**config.mk**
```make
export PLATFORM = sky130hd
export DESIGN_NAME = memory_arbiter
export DESIGN_NICKNAME = d
export VERILOG_FILES = /design/src/rtl/memory_arbiter.sv
export SDC_FILE = /design/constraint.sdc
export NUM_CORES = 1
export LEC_CHECK = 0
export BUFFER_PORTS_ARGS = -buffer_cell sky130_fd_sc_hd__buf_2
export CORE_ASPECT_RATIO = 1.25
export CORE_UTILIZATION = 41
export DETAILED_ROUTE_END_ITERATION = 10
export PLACE_DENSITY_LB_ADDON = 0.1
export SYNTH_ARGS = -nofsm -noshare
export SYNTH_HDL_FRONTEND = slang
export SYNTH_SLANG_ARGS = --single-unit
export TNS_END_PERCENT = 10
```
**constraint.sdc**
```tcl
create_clock -name clock -period 2.1 [get_ports clock]
set_clock_uncertainty 0.2 [all_clocks]
set_input_delay 0.315 -clock clock [delete_from_list [all_inputs] [get_ports clock]]
set_output_delay 0.315 -clock clock [all_outputs]
set_load 0.005 [all_outputs]
```
**src/rtl/memory_arbiter.sv**
```systemverilog
// Shares one single-ported memory between the instruction-fetch port and the
// data port. Round-robin grant on conflict, variable-latency memory
// acknowledge, registered instruction/load results.
// Optional access timeout is compiled in with `define MEM_TIMEOUT_EN.
module memory_arbiter #(
  parameter int unsigned ADDR_WIDTH     = 32,
  parameter int unsigned TIMEOUT_CYCLES = 255
) (
  input  logic                  clock,
  input  logic                  reset,
  input  logic                  inst_req,
  input  logic [ADDR_WIDTH-1:0] inst_address,
  output logic                  inst_valid,
  output logic [31:0]           inst_data,
  input  logic                  data_req,
  input  logic                  data_write_enable,
  input  logic [ADDR_WIDTH-1:0] data_address,
  input  logic [31:0]           data_write_data,
  input  logic [2:0]            data_format,
  output logic                  data_valid,
  output logic [31:0]           data_read_data,
  output logic                  mem_req,
  output logic                  mem_write_enable,
  output logic [ADDR_WIDTH-1:0] mem_address,
  output logic [31:0]           mem_write_data,
  output logic [2:0]            mem_format,
  input  logic                  mem_ack,
  input  logic [31:0]           mem_read_data,
  output logic                  busy,
  output logic                  bus_error
);

  typedef enum logic [1:0] {StIdle, StInstAccess, StDataAccess, StRespond} state_e;

  localparam logic GrantInst = 1'b0;
  localparam logic GrantData = 1'b1;

  state_e                state_q, state_d;
  logic                  last_grant_q, last_grant_d;
  logic [ADDR_WIDTH-1:0] addr_q, addr_d;
  logic [31:0]           wdata_q, wdata_d;
  logic [2:0]            fmt_q, fmt_d;
  logic                  we_q, we_d;
  logic [31:0]           inst_data_q, inst_data_d;
  logic [31:0]           data_rdata_q, data_rdata_d;

`ifdef MEM_TIMEOUT_EN
  localparam int unsigned CntW = ($clog2(TIMEOUT_CYCLES) > 8) ? $clog2(TIMEOUT_CYCLES) : 8;

  logic [CntW-1:0] cnt_q, cnt_d;
  logic            err_q, err_d;
  logic            limit_hit;

  // cnt_q counts completed ack-less access cycles; the current cycle is the last allowed one.
  assign limit_hit = (cnt_q == CntW'(TIMEOUT_CYCLES - 1));
`endif

  // Next-state: grant arbitration, access sequencing and result capture.
  always_comb begin
    state_d      = state_q;
    last_grant_d = last_grant_q;
    addr_d       = addr_q;
    wdata_d      = wdata_q;
    fmt_d        = fmt_q;
    we_d         = we_q;
    inst_data_d  = inst_data_q;
    data_rdata_d = data_rdata_q;
`ifdef MEM_TIMEOUT_EN
    cnt_d        = cnt_q;
    err_d        = err_q;
`endif
    unique case (state_q)
      StIdle: begin
        // Data wins unless inst also requests and data held the last grant.
        if (data_req && (!inst_req || (last_grant_q == GrantInst))) begin
          state_d      = StDataAccess;
          last_grant_d = GrantData;
          addr_d       = data_address;
          wdata_d      = data_write_data;
          fmt_d        = data_format;
          we_d         = data_write_enable;
`ifdef MEM_TIMEOUT_EN
          cnt_d        = '0;
          err_d        = 1'b0;
`endif
        end else if (inst_req) begin
          state_d      = StInstAccess;
          last_grant_d = GrantInst;
          addr_d       = inst_address;
          wdata_d      = '0;
          fmt_d        = 3'b010;
          we_d         = 1'b0;
`ifdef MEM_TIMEOUT_EN
          cnt_d        = '0;
          err_d        = 1'b0;
`endif
        end
      end
      StInstAccess, StDataAccess: begin
        if (mem_ack) begin
          if (state_q == StInstAccess) begin
            inst_data_d = mem_read_data;
          end else if (!we_q) begin
            data_rdata_d = mem_read_data;
          end
          state_d = StRespond;
        end
`ifdef MEM_TIMEOUT_EN
        else if (limit_hit) begin
          // Aborted reads leave a defined zero rather than stale data.
          if (state_q == StInstAccess) begin
            inst_data_d = '0;
          end else if (!we_q) begin
            data_rdata_d = '0;
          end
          err_d   = 1'b1;
          state_d = StRespond;
        end else begin
          cnt_d = cnt_q + 1'b1;
        end
`endif
      end
      StRespond: begin
        state_d = StIdle;
      end
      default: begin
        state_d = StIdle;
      end
    endcase
  end

  // State and payload registers.
  always_ff @(posedge clock or negedge reset) begin
    if (!reset) begin
      state_q      <= StIdle;
      last_grant_q <= GrantInst;
      addr_q       <= '0;
      wdata_q      <= '0;
      fmt_q        <= '0;
      we_q         <= 1'b0;
      inst_data_q  <= '0;
      data_rdata_q <= '0;
    end else begin
      state_q      <= state_d;
      last_grant_q <= last_grant_d;
      addr_q       <= addr_d;
      wdata_q      <= wdata_d;
      fmt_q        <= fmt_d;
      we_q         <= we_d;
      inst_data_q  <= inst_data_d;
      data_rdata_q <= data_rdata_d;
    end
  end

`ifdef MEM_TIMEOUT_EN
  // Timeout counter and abort flag.
  always_ff @(posedge clock or negedge reset) begin
    if (!reset) begin
      cnt_q <= '0;
      err_q <= 1'b0;
    end else begin
      cnt_q <= cnt_d;
      err_q <= err_d;
    end
  end

  assign bus_error = (state_q == StRespond) && err_q;
`else
  assign bus_error = 1'b0;
`endif

  // Memory side is driven purely from the registers latched at grant.
  assign mem_req          = (state_q == StInstAccess) || (state_q == StDataAccess);
  assign mem_write_enable = (state_q == StDataAccess) && we_q;
  assign mem_address      = addr_q;
  assign mem_write_data   = wdata_q;
  assign mem_format       = fmt_q;

  assign inst_valid     = (state_q == StRespond) && (last_grant_q == GrantInst);
  assign data_valid     = (state_q == StRespond) && (last_grant_q == GrantData);
  assign inst_data      = inst_data_q;
  assign data_read_data = data_rdata_q;
  assign busy           = (state_q != StIdle);

endmodule

```
==> impl_metrics.toml, run 1 <==
[run_status]
status = "completed"

[pwr]
max-vdd-ir-drop_mv = 0.643
leakage_nw = 4.37
pwr_density_cell_mw_per_mm2 = 1420

[timing]
finalSetupTns_ps = 0
worst_slew_pin_slew_ps = 658
rsz0062_at_grt = "false"
final_max_slew_viol_count = 0
final.min_clock_period_ps = 2000
setup_violations = 0
max-slew-margin-rel_pct = 56.0
hold_slack_ps = 7.27
post-route-period-util_pct = 95.3
timing.fmax_mhz = 500
hold_violations = 0

[floorplanning]
die_y_um = 130
dieArea_sq_mm = 0.0135
row_count = 46
core_sq_mm = 0.0127
start_util_pct = 42.2
die_w_um = 104
io_pins = 274

[cells_and_area]
area_growth_pct = 65.0
final_nets = 962
diodes = 0
post_route_cells_drive_above_1_share_pct = 46.5
multiInputGateArea_sq_mm = 0.00183
regArea_sq_mm = 0.00338
fillers = 937

[worst_setup_path]
crit_fanout = 16
path_class = "reg2reg"
cp.required_ps = 2180
rr_startpoint = "state_q[0]"
crit_arrival_ps = 2080
crit_path_end_kind = "register"
crit_start = "state_q[0]"
worstSetupStartpointType = "register"

[place]
dpl.hpwl_um = 10100
gp_congestion = 0.762
port_buffers = 272

[synthesis]
synth_common_cells = "135 x dfrtp_1, 65 x a21oi_1, 60 x mux2_2, 36 x nand2_1, 35 x a22o_1"
synthXorXnorAreaFrac_pct = 0
synthMuxAreaShare_pct = 14.0
synth-seq-cells = 135
yosysWarnings = 0
syn_area_per_cell_sq_um = 12.8
yosys.area.top_type = "dfrtp_1"
synth.area.top_cells = "dfrtp_1 63%, mux2_2 13%, a21oi_1 6.1%"
synthAdderAreaFrac_pct = 1.17
synth_top_family_by_area = "multiplexers"
synth_edf_count = 0
synth-main-ff-cell = "dfrtp_1"
synth_most_common_cell = "dfrtp_1"
syn_nets = 561
synthCells = 419
synth_simple_gate_area_share_pct = 5.83
synth_area_sq_mm = 0.00536
ys_async_sr_fraction_pct = 100
synth_compound_area_share_pct = 12.8
synth.yosys.seq_area_share_pct = 63.0
synth_top_area_share_pct = 63.0
synth.distinct_cells = 27

[routing]
dr.pass1.iters = 4
wl_per_cell_um = 16.1
routed_wl_um = 16100
viasPerCell = 4.95
route.vias.total = 4950
ant_nets = 0
drt_iter0_drc = 172
drc = 0

[grt]
grt_pass1_wl_um = 25200
grt_max_degree = 48
antenna_found_initial = 0
grtUsageTotal_pct = 23.8
grt_pass1_vias = 5064
grt_overflow = 0

[run]
drv_cap = 0

[worst_hold_path]
holdCritStartpoint = "data_address[5]"
hp-class = "in2reg"

[clocking]
clockRootBuffer = "clkbuf_16"
cts.reportedPaths.clkPinSlew_ps = 60
clock_path_buffers = 2
htreeDepth = 4
cts_tree = "yes"
cts_buffers = 17
clock-sinks = 135
clock_latency_ps = 410
## layout make-up
| type | instances | share of cell area, % |
|---|---|---|
| flip-flops and latches | 135 | 38.2 |
| well taps | 168 | 2.38 |
| repair buffers | 409 | 31.9 |
| clock inverters | 12 | 1.72 |
| multi-input cells | 253 | 20.7 |
| inverters | 4 | 0.170 |
| clock buffers | 19 | 5.00 |
## layout by cell type, fill, tap and decap left out, drive strengths merged
master and count:
o22a 1, clkinvlp 4, a21oi 65, o32a 1, clkbuf 20, mux2i 2
a21bo 1, nand2 36, o21a 1, a21boi 1, dlygate4sd3 120, and2 2
buf 288, dfrtp 135, o21ai 1, clkinv 4, bufinv 3, ha 5
nor2 34, a22o 35, nor4b 1, nor2b 1, inv 5, conb 1
mux2 65
## critical path, cell delays in order (launching register included)
cell and delay [ps]:
dfrtp_1 340, inv_1 80, ha_1 310, inv_2 60, nor4b_4 220, buf_6 160
buf_12 160, mux2_2 340
## path summary, 6_finish.rpt
kind | to | slack (ps) | cells after the start
worst max-delay path | data_read_data[19] | 100 | 7
min in group asynchronous | inst_data[16] | 190 | 2
worst min-delay path | mem_address[5] | 7 | 3
worst max register to register | data_read_data[19] | 100 | 7
worst min register to register | data_read_data[20] | 280 | 1
max in group asynchronous | mem_address[29] | 930 | 3
## registers in the layout, indices dropped and copies added, names as in the netlist
register and flops:
mem_write_data 32, data_read_data 32, mem_format 3, we_q 1, inst_data 32, state_q 2
last_grant_q 1, mem_address 32
## stage by stage
stage	util (%)	worst slack (ps)	instance area, sq um	total power [mW]	instances
after global placement	55.0	82.8	7000	9.10	845
after floorplan	-	18.0	5360	7.06	419
after detailed placement	55.0	-3.23	7000	9.28	845
after CTS	69.1	15.0	8790	12.5	996
after global routing	69.6	25.6	8850	13.4	1000
final	69.6	98.5	8850	12.5	1000
## cell families (layout without fill, tap and decap cells)
| logic type | Yosys count | in the layout |
|---|---|---|
| adder cells (fa/ha/maj) | 5 | 5 |
| AO/OA/AOI/OAI | 106 | 106 |
| AND/OR/NAND/NOR | 74 | 74 |
| multiplexers | 67 | 67 |
| other | 1 | 1 |
| flip-flops | 135 | 135 |
| buffers and inverters | 31 | 444 |
## power by group
group	internal (mW)	total (mW)	switching, mW
registers	3.93	4.61	0.686
clock network	1.89	2.99	1.10
logic	2.71	4.93	2.21
## per-layer routing
layer	share of wire, %	vias up	track usage (%)
met5	0	-	0
met1	40	2427	27.8
met2	52	232	41.6
li1	-	2264	-
met4	2.1	0	10.1
met3	5.9	27	6.34
## what timing repair did
action,CTS,global route
cloned,0,2
endpoints found under the hold margin,243,0
buffers inserted,0,2
hold buffers,120,0
gates resized for setup,1,2
endpoints found under the setup margin,9,32
pin swaps,0,1
Power figures use the tool's default switching activity.
==> run 2, diff against run 1 <==
Settings changed: ABC_AREA from default to 1, CAP_MARGIN from default to 20, CORE_UTILIZATION 41 to 42.
==> impl_metrics.toml, run 2 <==
[run_status]
status = "completed"

[grt]
grt_max_degree = 65
grt_pass1_vias = 5301
grtUsageTotal_pct = 23.3
grt_pass1_wl_um = 25600
grt_overflow = 0
antenna_found_initial = 1

[timing]
setup_ws_ps = 168
hold_violations = 0
final.min_clock_period_ps = 1930
post-route-period-util_pct = 92.0
rsz0062_at_grt = "false"
timing.fmax_mhz = 518
finalSetupTns_ps = 0
setup_violations = 0
hold_slack_ps = 14.0
final_max_slew_viol_count = 0

[floorplanning]
io_pins = 274
start_util_pct = 42.9
die_y_um = 132
die_w_um = 106
dieArea_sq_mm = 0.0140
row_count = 47
core_sq_mm = 0.0132

[worst_setup_path]
crit_arrival_ps = 1420
reg2reg_to = "mem_write_data[13]"
crit_fanout = 4
path_class = "reg2out"
reg2regPathDepth = 5
crit_path_end_kind = "output pin"
rrSetupSlack_ps = 400
cp.required_ps = 1580
rr_startpoint = "last_grant_q"
worstSetupStartpointType = "register"

[clocking]
clockRootBuffer = "clkbuf_16"
cts_resized = 0
htreeDepth = 4
postCtsHoldBufs = 83
clock_latency_ps = 410
clock_path_buffers = 2
clock-sinks = 135
cts_tree = "yes"
cts_buffers = 17
cts.reportedPaths.clkPinSlew_ps = 50
cts_setup_buffers = 0

[cells_and_area]
post_route_cells_drive_above_1_share_pct = 31.2
fillers = 1126
mostFrequentLayoutCell = "nand2_1"
mostFrequentLayoutCells = "273 x nand2_1, 271 x buf_2, 135 x dfrtp_1, 98 x o21ai_0, 83 x dlygate4sd3_1"
area_growth_pct = 53.4
final_nets = 1166
fin_area_sq_mm = 0.00871

[synthesis]
synth-main-ff-cell = "dfrtp_1"
synth_edf_count = 0
synth_most_common_cell = "nand2_1"
synth_common_cells = "274 x nand2_1, 135 x dfrtp_1, 98 x o21ai_0, 77 x inv_1, 37 x nand3_1"
synth-seq-cells = 135
synthCells = 674
synth.yosys.seq_area_share_pct = 59.5
yosys.area.top_type = "dfrtp_1"
synth.distinct_cells = 18
syn_nets = 816
syn_area_per_cell_sq_um = 8.42
yosysWarnings = 0
synth_area_sq_mm = 0.00568
synth_top_area_share_pct = 59.5
ys_async_sr_fraction_pct = 100
synth.area.top_cells = "dfrtp_1 60%, nand2_1 18%, o21ai_0 8.6%"

[routing]
drt_iter0_drc = 229
dr.pass1.iters = 4
routed_wl_um = 15900
drc = 0
wl_per_cell_um = 13.2
route.vias.total = 5489
ant_nets = 0
viasPerCell = 4.54

[place]
place_ws_ps = 416
port_buffers = 272
placed_area_sq_mm = 0.00727
gp_congestion = 0.768
dpl.hpwl_um = 10300

[worst_hold_path]
holdPathEnd = "inst_data[3]"
min_path_cells = 3
hp-class = "in2reg"
holdCritStartpoint = "mem_read_data[3]"

[run]
drv_cap = 0

[pwr]
combPwrFrac_pct = 35.9
power.total_mw = 11.5
pwr_density_cell_mw_per_mm2 = 1320
power.internal_mw = 7.48
leakage_nw = 5.04
clkPwrFrac_pct = 26.1
max-vdd-ir-drop_mv = 0.620
switchingPower_mw = 4.03
swShare_pct = 35.0
seqPwrFrac_pct = 38.0
## run 2: cell types whose count changed after synthesis, moves of 3 or more
cell      delta
nand2_1    +238
o21ai_0     +98
inv_1       +75
a21oi_1     -64
mux2_2      -60
nand3_1     +37
a22o_1      -35
nor2_1      -30
clkbuf_1    +12
mux2_1       -5
buf_4        -4
buf_2        +3
## run 2: power by group through the flow
stage | Combinational [mW] | Clock (mW) | Sequential [mW]
finish | 4.13 | 3.00 | 4.37
global route | 4.69 | 3.18 | 4.51
CTS | 4.17 | 3.07 | 4.36
detailed placement | 4.06 | 0 | 4.37
global placement | 3.98 | 0 | 4.38
floorplan | 1.93 | 0 | 4.49
## run 2: layout make-up
class | count | area (sq um) | area share, %
tap | 171 | 214 | 2.46
clock buffer | 17 | 425 | 4.89
inverter | 78 | 293 | 3.36
timing repair buffer | 367 | 2380 | 27.3
sequential | 135 | 3380 | 38.8
multi-input combinational | 425 | 1840 | 21.2
clock inverter | 14 | 173 | 1.98
antenna | 1 | 2.50 | 0.0287
## run 2: metal layers
metal  vias to the layer above  track usage (%)  wire, um
li1                       2783                -         -
met1                      2471             28.0      6560
met2                       210             39.8      8000
met3                        25             6.92      1040
met4                         0             7.79       320
met5                         -                0         0
## run 2: worst max-delay path by stage
stage | startpoint | end | slack [ps] | cells past startpoint
2_1_floorplan | state_q[0] | data_read_data[0] | 370 | 5
3_3_place_gp | inst_req | mem_format[1] | 450 | 7
3_5_place_dp | state_q[0] | data_read_data[3] | 420 | 5
4_1_cts | state_q[0] | mem_req | 150 | 3
5_1_grt | state_q[1] | mem_req | 80 | 3
6_report | state_q[0] | mem_req | 170 | 3
## run 2: kinds of logic (layout without fill, tap and decap cells)
logic type | after synthesis | in the layout | share of synthesized area [%]
and+or+nand+nor | 319 | 319 | 22.4
DFF | 135 | 135 | 59.5
buffers and inverters | 114 | 476 | 8.13
AOI/OAI and AO/OA | 100 | 100 | 8.82
adders and majority gates | 5 | 5 | 1.10
other | 1 | 2 | 0.0661
## run 2: through the flow
step | cells | util [%]
after floorplan | 674 | -
after global placement | 1093 | 55.0
after detailed placement | 1093 | 55.0
after CTS | 1207 | 65.8
after global routing | 1207 | 65.8
final | 1208 | 65.8
## run 2: critical path, cell delays in order (launching register included)
cell and delay (ps):
dfrtp_1 390, inv_1 90, ha_1 360, buf_2 170
